**src/rtl/stim_counter.sv**
```systemverilog
// -----------------------------------------------------------------------------
// stim_counter
//
// Sweeps a WIDTH-bit stimulus space for exhaustive checking of combinational
// blocks. It counts in binary-up, binary-down or Gray-up order. It supports a
// synchronous load, pulses `wrap` once per full sweep, and raises a sticky
// `done` flag after SWEEPS full sweeps.
//
// Parameters
//   WIDTH    : counter / output width, 1..16
//   SWEEPS   : number of wraps before `done` asserts, 1..255
//
// Ports
//   clk      in   1      single clock, rising-edge active
//   rst      in   1      synchronous active-high reset
//   en       in   1      advance enable
//   load     in   1      synchronous load strobe (beats en)
//   load_val in   WIDTH  value loaded into the binary state
//   mode     in   2      00 bin up, 01 bin down, 10 Gray up, 11 hold
//   count    out  WIDTH  registered stimulus value
//   wrap     out  1      one-cycle pulse while count shows the wrapped value
//   done     out  1      sticky, set on the edge completing the last sweep
// -----------------------------------------------------------------------------
module stim_counter #(
    parameter int WIDTH  = 2,
    parameter int SWEEPS = 1
) (
    input  logic             clk,
    input  logic             rst,
    input  logic             en,
    input  logic             load,
    input  logic [WIDTH-1:0] load_val,
    input  logic [1:0]       mode,
    output logic [WIDTH-1:0] count,
    output logic             wrap,
    output logic             done
);

    localparam int NSW_W = $clog2(SWEEPS + 1);

    typedef enum logic [1:0] {
        MODE_UP   = 2'b00,
        MODE_DOWN = 2'b01,
        MODE_GRAY = 2'b10,
        MODE_HOLD = 2'b11
    } mode_t;

    mode_t            w_mode;
    logic [WIDTH-1:0] r_bin;
    logic [WIDTH-1:0] w_bin_next;
    logic [NSW_W-1:0] r_nsweep;
    logic [WIDTH-1:0] r_count;
    logic             r_wrap;
    logic             r_done;
    logic             w_advance;
    logic             w_at_boundary;
    logic             w_wrap_evt;
    logic             w_last_sweep;

    assign w_mode = mode_t'(mode);

    // The encoding follows the mode that is sampled on the same edge as the
    // binary value. This makes count track bin and mode together.
    function automatic logic [WIDTH-1:0] encode(input logic [WIDTH-1:0] b,
                                                input mode_t m);
        return (m == MODE_GRAY) ? (b ^ (b >> 1)) : b;
    endfunction

    assign w_advance = en && !r_done && (w_mode != MODE_HOLD);

    // Counting down wraps when leaving 0. Counting up (binary or Gray) wraps
    // when leaving all-ones.
    assign w_at_boundary = (w_mode == MODE_DOWN) ? (r_bin == '0) : (r_bin == '1);
    assign w_wrap_evt    = w_advance && w_at_boundary;
    assign w_last_sweep  = (r_nsweep == NSW_W'(SWEEPS - 1));

    // NOTE: combinational blocks assign a default first, so no path leaves
    // the output unassigned and no latch is inferred.
    always_comb begin
        w_bin_next = r_bin;
        if (w_advance) begin
            if (w_mode == MODE_DOWN) begin
                w_bin_next = r_bin - WIDTH'(1);
            end else begin
                w_bin_next = r_bin + WIDTH'(1);
            end
        end
    end

    // NOTE: sequential state uses non-blocking assignments only. Every
    // register then samples pre-edge values, whatever order the statements
    // appear in.
    always_ff @(posedge clk) begin
        if (rst) begin
            r_bin    <= '0;
            r_nsweep <= '0;
            r_count  <= '0;
            r_wrap   <= 1'b0;
            r_done   <= 1'b0;
        end else if (load) begin
            r_bin    <= load_val;
            r_nsweep <= '0;
            r_count  <= encode(load_val, w_mode);
            r_wrap   <= 1'b0;
            r_done   <= 1'b0;
        end else if (r_done) begin
            // Frozen until a reset or load; only the wrap pulse is cleared.
            r_wrap <= 1'b0;
        end else begin
            r_bin   <= w_bin_next;
            r_count <= encode(w_bin_next, w_mode);
            r_wrap  <= w_wrap_evt;
            if (w_wrap_evt) begin
                r_nsweep <= r_nsweep + NSW_W'(1);
                if (w_last_sweep) begin
                    r_done <= 1'b1;
                end
            end
        end
    end

    assign count = r_count;
    assign wrap  = r_wrap;
    assign done  = r_done;

endmodule

```
**config.mk**
```make
export PLATFORM = sky130hd
export DESIGN_NAME = stim_counter
export DESIGN_NICKNAME = d
export VERILOG_FILES = /design/src/rtl/stim_counter.sv
export SDC_FILE = /design/constraint.sdc
export NUM_CORES = 1
export LEC_CHECK = 0
export CAP_MARGIN = 10
export CORE_AREA = 2 2 39 41
export CTS_BUF_LIST = sky130_fd_sc_hd__clkbuf_2
export CTS_CLUSTER_DIAMETER = 150
export DETAILED_ROUTE_END_ITERATION = 16
export DIE_AREA = 0 0 41 43
export RECOVER_POWER = 100
export SLEW_MARGIN = 30
export SYNTH_ARGS = -nofsm -noshare
export SYNTH_HDL_FRONTEND = slang
export SYNTH_SLANG_ARGS = --single-unit
```
**constraint.sdc**
```tcl
create_clock -name clk -period 2.59 [get_ports clk]
set_input_delay 0.6475 -clock clk [delete_from_list [all_inputs] [get_ports clk]]
set_output_delay 0.6475 -clock clk [all_outputs]
set_load 0.1 [all_outputs]
```
==> reports/qor.yml, run 1 <==
cts:
  root_buffer: "clkbuf_2"
  clock_latency_ps: 220
  postCtsResizedCells: 0
  h-tree-depth: 1
  cts_hold_buf: 0
  cts.sinks: 6
  cts_tree: "done"
  post_cts.repair.setup_buffers: 0
  clk_pin_slew_ps: 50
  clockBufferDepth: 2
  cts_buffers: 3
setup_path:
  crit_path_top_delay_cell: "clkbuf_1"
  critPathKind: "reg -> out"
  end_kind: "primary output"
  arrival_ps: 1530
  critical_path.max_fanout: 6
  cp_num_buf_inv: 1
  worstPathRequired_ps: 1940
  worstSetupStartpointType: "flop"
  crit_path_start: "r_bin[1]"
  r2r_start: "r_bin[0]"
  crit_chain: "clkbuf_1"
  cpLargestDelayFamily: "buffers and inverters"
  slowest_delay_ps: 890
logic_synthesis:
  syn_avg_cell_area_um2: 8.64
  synth-warning-count: 0
  synth_cells: 41
  yosys-top-cells-area: "dfxtp_1 34%, a211oi_1 6.4%, a311oi_1 4.9%"
  synth_top_area_share_pct: 33.9
  ys_seq_area_share_pct: 33.9
  synth_top_area_cell: "dfxtp_1"
  syn_nets: 49
  ys_ff_latch: 6
  yosysUniqueCellTypes: 24
  syn-cell-area_um2: 354
pwr:
  finalPower_uw: 234
  ir_drop_uv: 233
  p_sw_uw: 81.7
  p_sw_share_pct: 34.9
  p_int_uw: 152
  pwr-share-clk_pct: 26.8
  power.density_mw_per_mm2: 520
  p_leak_nw: 0.160
  pwr-share-seq_pct: 44.7
  combPwrFrac_pct: 28.6
placement:
  place_area_um2: 450
  place_worst_setup_slack_ps: 316
  port_buffers: 11
  gp_congestion: 0.726
floorplanning:
  ioPinCount: 12
  start_util_pct: 25.6
  core_mm2: 0.00138
  die_area_mm2: 0.00176
  fp-row-count: 14
  die_h_um: 43
  die_w_um: 41
sta:
  finalHoldViolations: 0
  tightest_slew_ps: 1160
  setup_viol: 0
  fin_crit_sh_pct: 84.2
  fmax_mhz: 458
  max_slew_margin_pct: 23.1
  fin_setup_tns_ps: 0
  fin_ws_ps: 408
  drv_slew: 0
  rsz0062_at_grt: "false"
  fin_skew_ps: 0.551
  fin_crit_ps: 2180
drt:
  vias: 333
  drt_wl_total_um: 715
  drtIter0Drc: 2
  drcViolationCount: 0
  vias_per_cell: 4.90
  wl_per_cell_um: 10.5
  first_pass_iters: 4
  drtAntennaViolNets: 0
cells_and_area:
  syn_to_final_growth_pct: 27.2
  drive_gt1_share_pct: 7.69
  final_core_util_pct: 32.5
  fin_area_um2: 450
  nets: 62
  final_cell_mix: "6 x dfxtp_1, 5 x clkdlybuf4s50_1, 4 x nor2_1, 4 x clkbuf_1"
  layout.cells.most_common: "dfxtp_1"
  diodes: 0
run:
  maxCapViolations: 0
global_route:
  antenna_found_initial: 0
  track_usage_pct: 9.63
  grt_pass1_vias: 294
  grt_start_max_net_pins: 11
  grt-ovfl-total: 0
  grt_pass1_wl_mm: 1.19
outcome:
  status: "finished clean"
min_path:
  hp-start: "r_nsweep"
  hp-class: "reg -> reg"
## layer usage
layer,wire (um),vias to the layer above,track usage [%]
met5,0,-,0
met2,309,14,11.9
li1,-,174,-
met3,63,0,5.24
met4,0,0,2.00
met1,342,145,14.4
## state kept, by name, indices dropped and copies added (netlist names)
name / flops
r_bin: 2
count: 1
done: 1
r_nsweep: 1
wrap: 1
## synth_stat cells
master     n
a211oi_1   3
a21o_1     1
a21oi_1    2
a221oi_1   1
a311oi_1   2
buf_4      1
buf_6      1
clkbuf_2   1
dfxtp_1    6
inv_1      2
nand2_1    2
nand2b_1   2
nand3b_1   1
nor2_1     4
nor3_1     1
nor3_2     1
o2111ai_1  1
o21a_1     1
o21ai_0    1
or3_1      2
or3b_1     1
or4b_1     1
xnor2_1    2
xor2_1     1
## stage by stage
stage	cells	hold WS [ps]
after floorplan	41	513
after global placement	65	529
after detailed placement	65	539
after CTS	68	561
after global routing	68	593
final	68	558
## cell families (layout without fill, tap and decap cells)
group	after synthesis	after routing	synth area share [%]
buf+inv	5	16	8.83
simple gates	15	15	25.1
compound gates	12	12	24.7
xor+xnor	3	3	7.42
flops	6	6	33.9
## final cells by class
type | count | area, um2
sequential | 6 | 120
fill | 158 | 933
timing repair buffer | 11 | 85.1
multi-input combinational | 30 | 203
tap | 16 | 20.0
inverter | 2 | 7.51
clock buffer | 3 | 15.0
## power groups by stage
| stage | sequential, mW | combinational (mW) | clock (mW) |
|---|---|---|---|
| finish | 0.105 | 0.0669 | 0.0627 |
| global route | 0.106 | 0.0724 | 0.0718 |
| CTS | 0.105 | 0.0709 | 0.0660 |
| detailed placement | 0.107 | 0.0705 | 0 |
| global placement | 0.106 | 0.0707 | 0 |
| floorplan | 0.118 | 0.0400 | 0 |
## worst paths after layout
path                   end  slack, ps  cells past startpoint
setup reg to reg  r_nsweep       1130                      4
setup / recovery  count[1]        410                      1
hold reg to reg   r_nsweep        560                      2
hold / removal    r_nsweep        560                      2
No activity file was read; power rests on OpenSTA's default activity.
==> run 2, diff against run 1 <==
- clock period: 2.59 -> 2 ns (I/O delays scaled with it)
==> run 2 against run 1 <==
Compared with the run above:
- setup slack worse by 200 ps
- die area unchanged
- sequential cell count unchanged
- wire length up 1.4%
- final area up 5.0%
- first-iteration DRC count rose to 4.0 times the previous value
- critical path depth up 4
==> reports/qor.yml, run 2 (synthesis results as in run 1) <==
pwr:
  combPwrFrac_pct: 29.7  # was 28.6%
  power.density_mw_per_mm2: 658  # was 520 mW/mm2
  finalPower_uw: 311  # was 234 uW
  p_sw_share_pct: 34.9  # about the same
  p_sw_uw: 109  # was 81.7 uW
  p_leak_nw: 0.186  # was 0.160 nW
  ir_drop_uv: 262  # was 233 uV
  pwr-share-seq_pct: 43.5  # was 44.7%
  pwr-share-clk_pct: 26.8  # about the same
  p_int_uw: 203  # was 152 uW
placement:
  gp_congestion: 0.719  # was 0.726
  numPlacedInstances: 68  # was 65
  port_buffers: 11  # unchanged
  dpl.hpwl_um: 557
  place_worst_setup_slack_ps: -28.5  # was 316 ps
min_path:
  whs_path_depth: 1  # was 2
  hold_end: "done"  # was r_nsweep
  hp-class: "reg -> reg"  # unchanged
  hp-start: "done"  # was r_nsweep
floorplanning:
  die_w_um: 41  # unchanged
  die_h_um: 43  # unchanged
  start_util_pct: 25.6  # unchanged
  ioPinCount: 12  # unchanged
  die_area_mm2: 0.00176  # unchanged
  fp-row-count: 14  # unchanged
  core_mm2: 0.00138  # unchanged
setup_path:
  end_kind: "flop"  # was primary output
  arrival_ps: 1940  # was 1530 ps
  r2r_cells: 4  # unchanged
  critical_path.max_fanout: 4  # was 6
  worstPathRequired_ps: 2150  # was 1940 ps
  critPathKind: "in -> reg"  # was reg -> out
  r2r_start: "r_bin[0]"  # unchanged
  worstSetupStartpointType: "primary input"  # was flop
  r2r-end: "r_nsweep"  # unchanged
  r2r_slack_ps: 530  # was 1130 ps
cts:
  h-tree-depth: 1  # unchanged
  cts_tree: "done"  # unchanged
  cts_buffers: 3  # unchanged
  cts.sinks: 6  # unchanged
  clockBufferDepth: 2  # unchanged
  postCtsResizedCells: 0  # unchanged
  post_cts.repair.setup_buffers: 0  # unchanged
  cts_hold_buf: 0  # unchanged
  clk_pin_slew_ps: 60  # was 50 ps
  clock_latency_ps: 220  # about the same
  root_buffer: "clkbuf_2"  # unchanged
drt:
  wl_per_cell_um: 10.2  # was 10.5 um
  met1_length_um: 370  # was 342 um
  drcViolationCount: 0  # unchanged
  drtAntennaViolNets: 0  # unchanged
  first_pass_iters: 2  # was 4
  vias_per_cell: 4.80  # was 4.90
  wl_met3_um: 64  # was 63 um
  drt_wl_total_um: 725  # was 715 um
  drtIter0Drc: 8  # was 2
  highest_layer: "met3"  # unchanged
  route.met2.wl_um: 290  # was 309 um
  vias: 341  # was 333
sta:
  fin_ws_ps: 206  # was 408 ps
  tightest_slew_ps: 541  # was 1160 ps
  fin_skew_ps: 3.91  # was 0.551 ps
  fmax_mhz: 558
  fin_crit_sh_pct: 89.7
  max_slew_margin_pct: 64.1  # was 23.1%
  drv_slew: 0  # unchanged
  rsz0062_at_grt: "false"  # unchanged
  fin_crit_ps: 1790
  finalHoldViolations: 0  # unchanged
  setup_viol: 0  # unchanged
cells_and_area:
  largest_register_ffs: 2  # unchanged
  drive_gt1_share_pct: 18.2  # was 7.69%
  final_cells: 71  # was 68
  syn_to_final_growth_pct: 33.6  # was 27.2%
  diodes: 0  # unchanged
  final_cell_mix: "7 x clkbuf_2, 6 x dfxtp_1, 6 x clkdlybuf4s50_1"  # was 6 x dfxtp_1, 5 x clkdlybuf4s50_1, 4 x nor2_1, 4 x clkbuf_1
  layout.cells.most_common: "clkbuf_2"  # was dfxtp_1
  regMostFlops: "r_bin"  # unchanged
  nets: 65  # was 62
run:
  maxCapViolations: 0  # unchanged
global_route:
  grt-ovfl-total: 0  # unchanged
  grt_start_max_net_pins: 10  # was 11
  antenna_found_initial: 0  # unchanged
  grt_pass1_wl_mm: 1.14  # was 1.19 mm
  grt_pass1_vias: 259  # was 294
  track_usage_pct: 9.63  # unchanged
outcome:
  status: "finished clean"  # unchanged
## run 2: power by group through the flow
stage          Sequential, mW  Combinational, mW  Clock, mW
5_1_grt                 0.136             0.0991     0.0945
3_3_place_gp            0.139              0.102          0
3_5_place_dp            0.139              0.101          0
2_1_floorplan           0.152             0.0518          0
6_report                0.135             0.0924     0.0833
4_1_cts                 0.137              0.102     0.0873
## run 2: worst max path at each step
stage                        from        to  slack [ps]
after global placement    mode[1]  r_nsweep           9
final                     mode[0]  r_nsweep         210
after floorplan              done  r_nsweep         340
after global routing      mode[0]  r_nsweep          70
after CTS                 mode[0]  r_nsweep         210
after detailed placement  mode[0]  r_nsweep         -30
## run 2: area by class of cell
class | instances | area (um2)
flip-flops and latches | 6 | 120
inverters | 2 | 7.51
clock buffers | 3 | 15.0
multi-input cells | 30 | 198
repair buffers | 14 | 113
fillers | 155 | 911
well taps | 16 | 20.0
## run 2: through the flow
stage / area, um2 / hold WS [ps] / TNS [ps] / util, %
2_1_floorplan: 354 / 513 / 0 / -
3_3_place_gp: 498 / 528 / 0 / 36.0
3_5_place_dp: 498 / 534 / -28.5 / 36.0
4_1_cts: 513 / 552 / 0 / 37.1
5_1_grt: 473 / 594 / 0 / 34.2
6_report: 473 / 561 / 0 / 34.2
## run 2: per-layer routing
layer  global-route usage [%]  up-vias
met5                        0        -
met4                     2.00        0
met3                     6.28        0
met2                     11.9       11
met1                     13.8      150
li1                         -      180
## run 2: worst max-delay path, cell delays in order
cell and delay, ps:
clkdlybuf4s50_1 510, or4b_1 440, a21o_1 220, xor2_1 150, nor3_1 120
==> run 3, diff against run 2 <==
- GPL_TIMING_DRIVEN: default -> 0
==> run 3 against run 2 <==
Compared with the run above:
- critical path depth decreased by 4
- combinational power increased by 5.4%
- sequential cell count unchanged
- die area unchanged
- global-route usage decreased by 0.78 points
- wire length increased by 0.41%
- via count decreased by 3.2%
- register-to-register slack about the same
- utilization decreased by 0.090 points
- count of clock-buffer cells in the layout unchanged
- largest cell class unchanged
==> reports/qor.yml, run 3 (synthesis results as in run 1) <==
drt:
  drtAntennaViolNets: 0  # unchanged
  drt_wl_total_um: 728  # was 725 um
  first_pass_iters: 3  # was 2
  wl_per_cell_um: 10.4  # was 10.2 um
  vias: 330  # was 341
  vias_per_cell: 4.71  # was 4.80
  drtIter0Drc: 7  # was 8
  drcViolationCount: 0  # unchanged
global_route:
  grt-ovfl-total: 0  # unchanged
  grt_start_max_net_pins: 11  # was 10
  antenna_found_initial: 0  # unchanged
  grt_pass1_vias: 271  # was 259
  track_usage_pct: 8.85  # was 9.63%
  grt_pass1_wl_mm: 1.04  # was 1.14 mm
placement:
  gp_congestion: 0.726  # was 0.719
  numPlacedInstances: 67  # was 68
  place_area_um2: 474  # was 498 um2
  place_worst_setup_slack_ps: -170  # was -28.5 ps
  dpl.hpwl_um: 577  # was 557 um
  port_buffers: 10  # was 11
cts:
  h-tree-depth: 1  # unchanged
  clock_latency_ps: 210  # was 220 ps
  cts_buffers: 3  # unchanged
  cts.sinks: 6  # unchanged
  clk_pin_slew_ps: 60  # about the same
  root_buffer: "clkbuf_2"  # unchanged
  clockBufferDepth: 2  # unchanged
  cts_tree: "done"  # unchanged
cells_and_area:
  fin_area_um2: 472  # was 473 um2
  final_core_util_pct: 34.1  # was 34.2%
  regMostFlops: "r_bin"  # unchanged
  layout.cells.most_common: "dfxtp_1"  # was clkbuf_2
  fillerInstances: 144  # was 155
  final_cell_mix: "6 x dfxtp_1, 5 x clkbuf_2, 5 x clkdlybuf4s50_1"  # was 7 x clkbuf_2, 6 x dfxtp_1, 6 x clkdlybuf4s50_1
  final_cells: 70  # was 71
  syn_to_final_growth_pct: 33.2  # was 33.6%
  diodes: 0  # unchanged
  nets: 64  # was 65
  largest_register_ffs: 2  # unchanged
  drive_gt1_share_pct: 14.8  # was 18.2%
sta:
  finalHoldViolations: 0  # unchanged
  drv_slew: 0  # unchanged
  fin_skew_ps: 5.99  # was 3.91 ps
  fmax_mhz: 509  # was 558 MHz
  tightest_slew_ps: 1160  # was 541 ps
  fin_crit_sh_pct: 98.3  # was 89.7%
  setup_viol: 0  # unchanged
  max_slew_margin_pct: 23.0  # was 64.1%
  rsz0062_at_grt: "false"  # unchanged
  fin_ws_ps: 35.0  # was 206 ps
  fin_hold_ws_ps: 548  # was 561 ps
  fin_crit_ps: 1970  # was 1790 ps
setup_path:
  r2r_start: "r_bin[0]"  # unchanged
  arrival_ps: 1470  # was 1940 ps
  critical_path.max_fanout: 5  # was 4
  cpLargestDelayFamily: "buffers and inverters"  # was simple AND/OR/NAND/NOR gates
  r2r_slack_ps: 520  # was 530 ps
  cp_num_buf_inv: 1  # unchanged
  crit_chain: "clkdlybuf4s15_1"  # was clkdlybuf4s50_1 -> or4b_1 -> a21o_1 -> xor2_1 -> nor3_1
  worstPathRequired_ps: 1500  # was 2150 ps
  r2r-end: "r_nsweep"  # unchanged
  worstSetupStartpointType: "flop"  # was primary input
  end_kind: "primary output"  # was flop
  slowest_delay_ps: 850  # was 510 ps
  crit_path_start: "done"  # was mode[0]
  critPathKind: "reg -> out"  # was in -> reg
  crit_path_top_delay_cell: "clkdlybuf4s15_1"  # was clkdlybuf4s50_1
  r2r_cells: 5  # was 4
min_path:
  hp-start: "r_nsweep"  # was done
  hold_end: "r_nsweep"  # was done
  hp-class: "reg -> reg"  # unchanged
  whs_path_depth: 2  # was 1
pwr:
  ir_drop_uv: 171  # was 262 uV
  p_leak_nw: 0.177  # was 0.186 nW
  pwr-share-clk_pct: 26.0  # was 26.8%
  power.density_mw_per_mm2: 657  # was 658 mW/mm2
  p_sw_uw: 107  # was 109 uW
  combPwrFrac_pct: 31.4  # was 29.7%
  p_int_uw: 203  # about the same
  pwr-share-seq_pct: 42.5  # was 43.5%
  p_sw_share_pct: 34.5  # was 34.9%
floorplanning:
  die_w_um: 41  # unchanged
  die_h_um: 43  # unchanged
  fp-row-count: 14  # unchanged
  die_area_mm2: 0.00176  # unchanged
  ioPinCount: 12  # unchanged
  core_mm2: 0.00138  # unchanged
  start_util_pct: 25.6  # unchanged
run:
  maxCapViolations: 0  # unchanged
outcome:
  status: "finished clean"  # unchanged
-- run 3: per-stage QoR --
stage | power (mW) | TNS [ps]
CTS | 0.315 | 0
floorplan | 0.204 | 0
finish | 0.310 | 0
global placement | 0.236 | -305
global route | 0.323 | 0
detailed placement | 0.237 | -323
-- run 3: power by group through the flow --
stage / Combinational, mW / Clock (mW) / Sequential, mW
finish: 0.0974 / 0.0806 / 0.132
global route: 0.105 / 0.0854 / 0.133
CTS: 0.101 / 0.0825 / 0.132
detailed placement: 0.102 / 0 / 0.134
global placement: 0.102 / 0 / 0.134
floorplan: 0.0518 / 0 / 0.152
-- run 3: repair_timing --
item,4_1_cts,5_1_grt
setup buffers,0,0
endpoints found under the setup margin,4,0
hold buffers,0,0
gates resized for setup,6,0
-- run 3: final cells by class --
| cell class | count | area [um2] | share of cell area [%] |
|---|---|---|---|
| Multi-Input combinational cell | 30 | 203 | 43.0 |
| Sequential cell | 6 | 120 | 25.5 |
| Timing Repair Buffer | 10 | 82.6 | 17.5 |
| Buffer | 3 | 23.8 | 5.04 |
| Tap cell | 16 | 20.0 | 4.24 |
| Clock buffer | 3 | 15.0 | 3.18 |
| Inverter | 2 | 7.51 | 1.59 |
-- run 3: how the worst max path moves through the flow --
stage | endpoint | slack (ps) | cells after the start
5_1_grt | done | 0.08 | 1
4_1_cts | done | 20 | 1
3_5_place_dp | count[1] | -170 | 2
2_1_floorplan | r_nsweep | 340 | 4
6_report | done | 30 | 1
3_3_place_gp | count[1] | -160 | 2
-- run 3: layer usage --
metal	track usage, %	part of all wire [%]	up-vias	routed length (um)
met5	0	0	-	0
li1	-	-	176	-
met1	11.7	51	146	371
met4	4.00	0	0	0
met2	12.5	45	8	330
met3	3.14	3.6	0	26
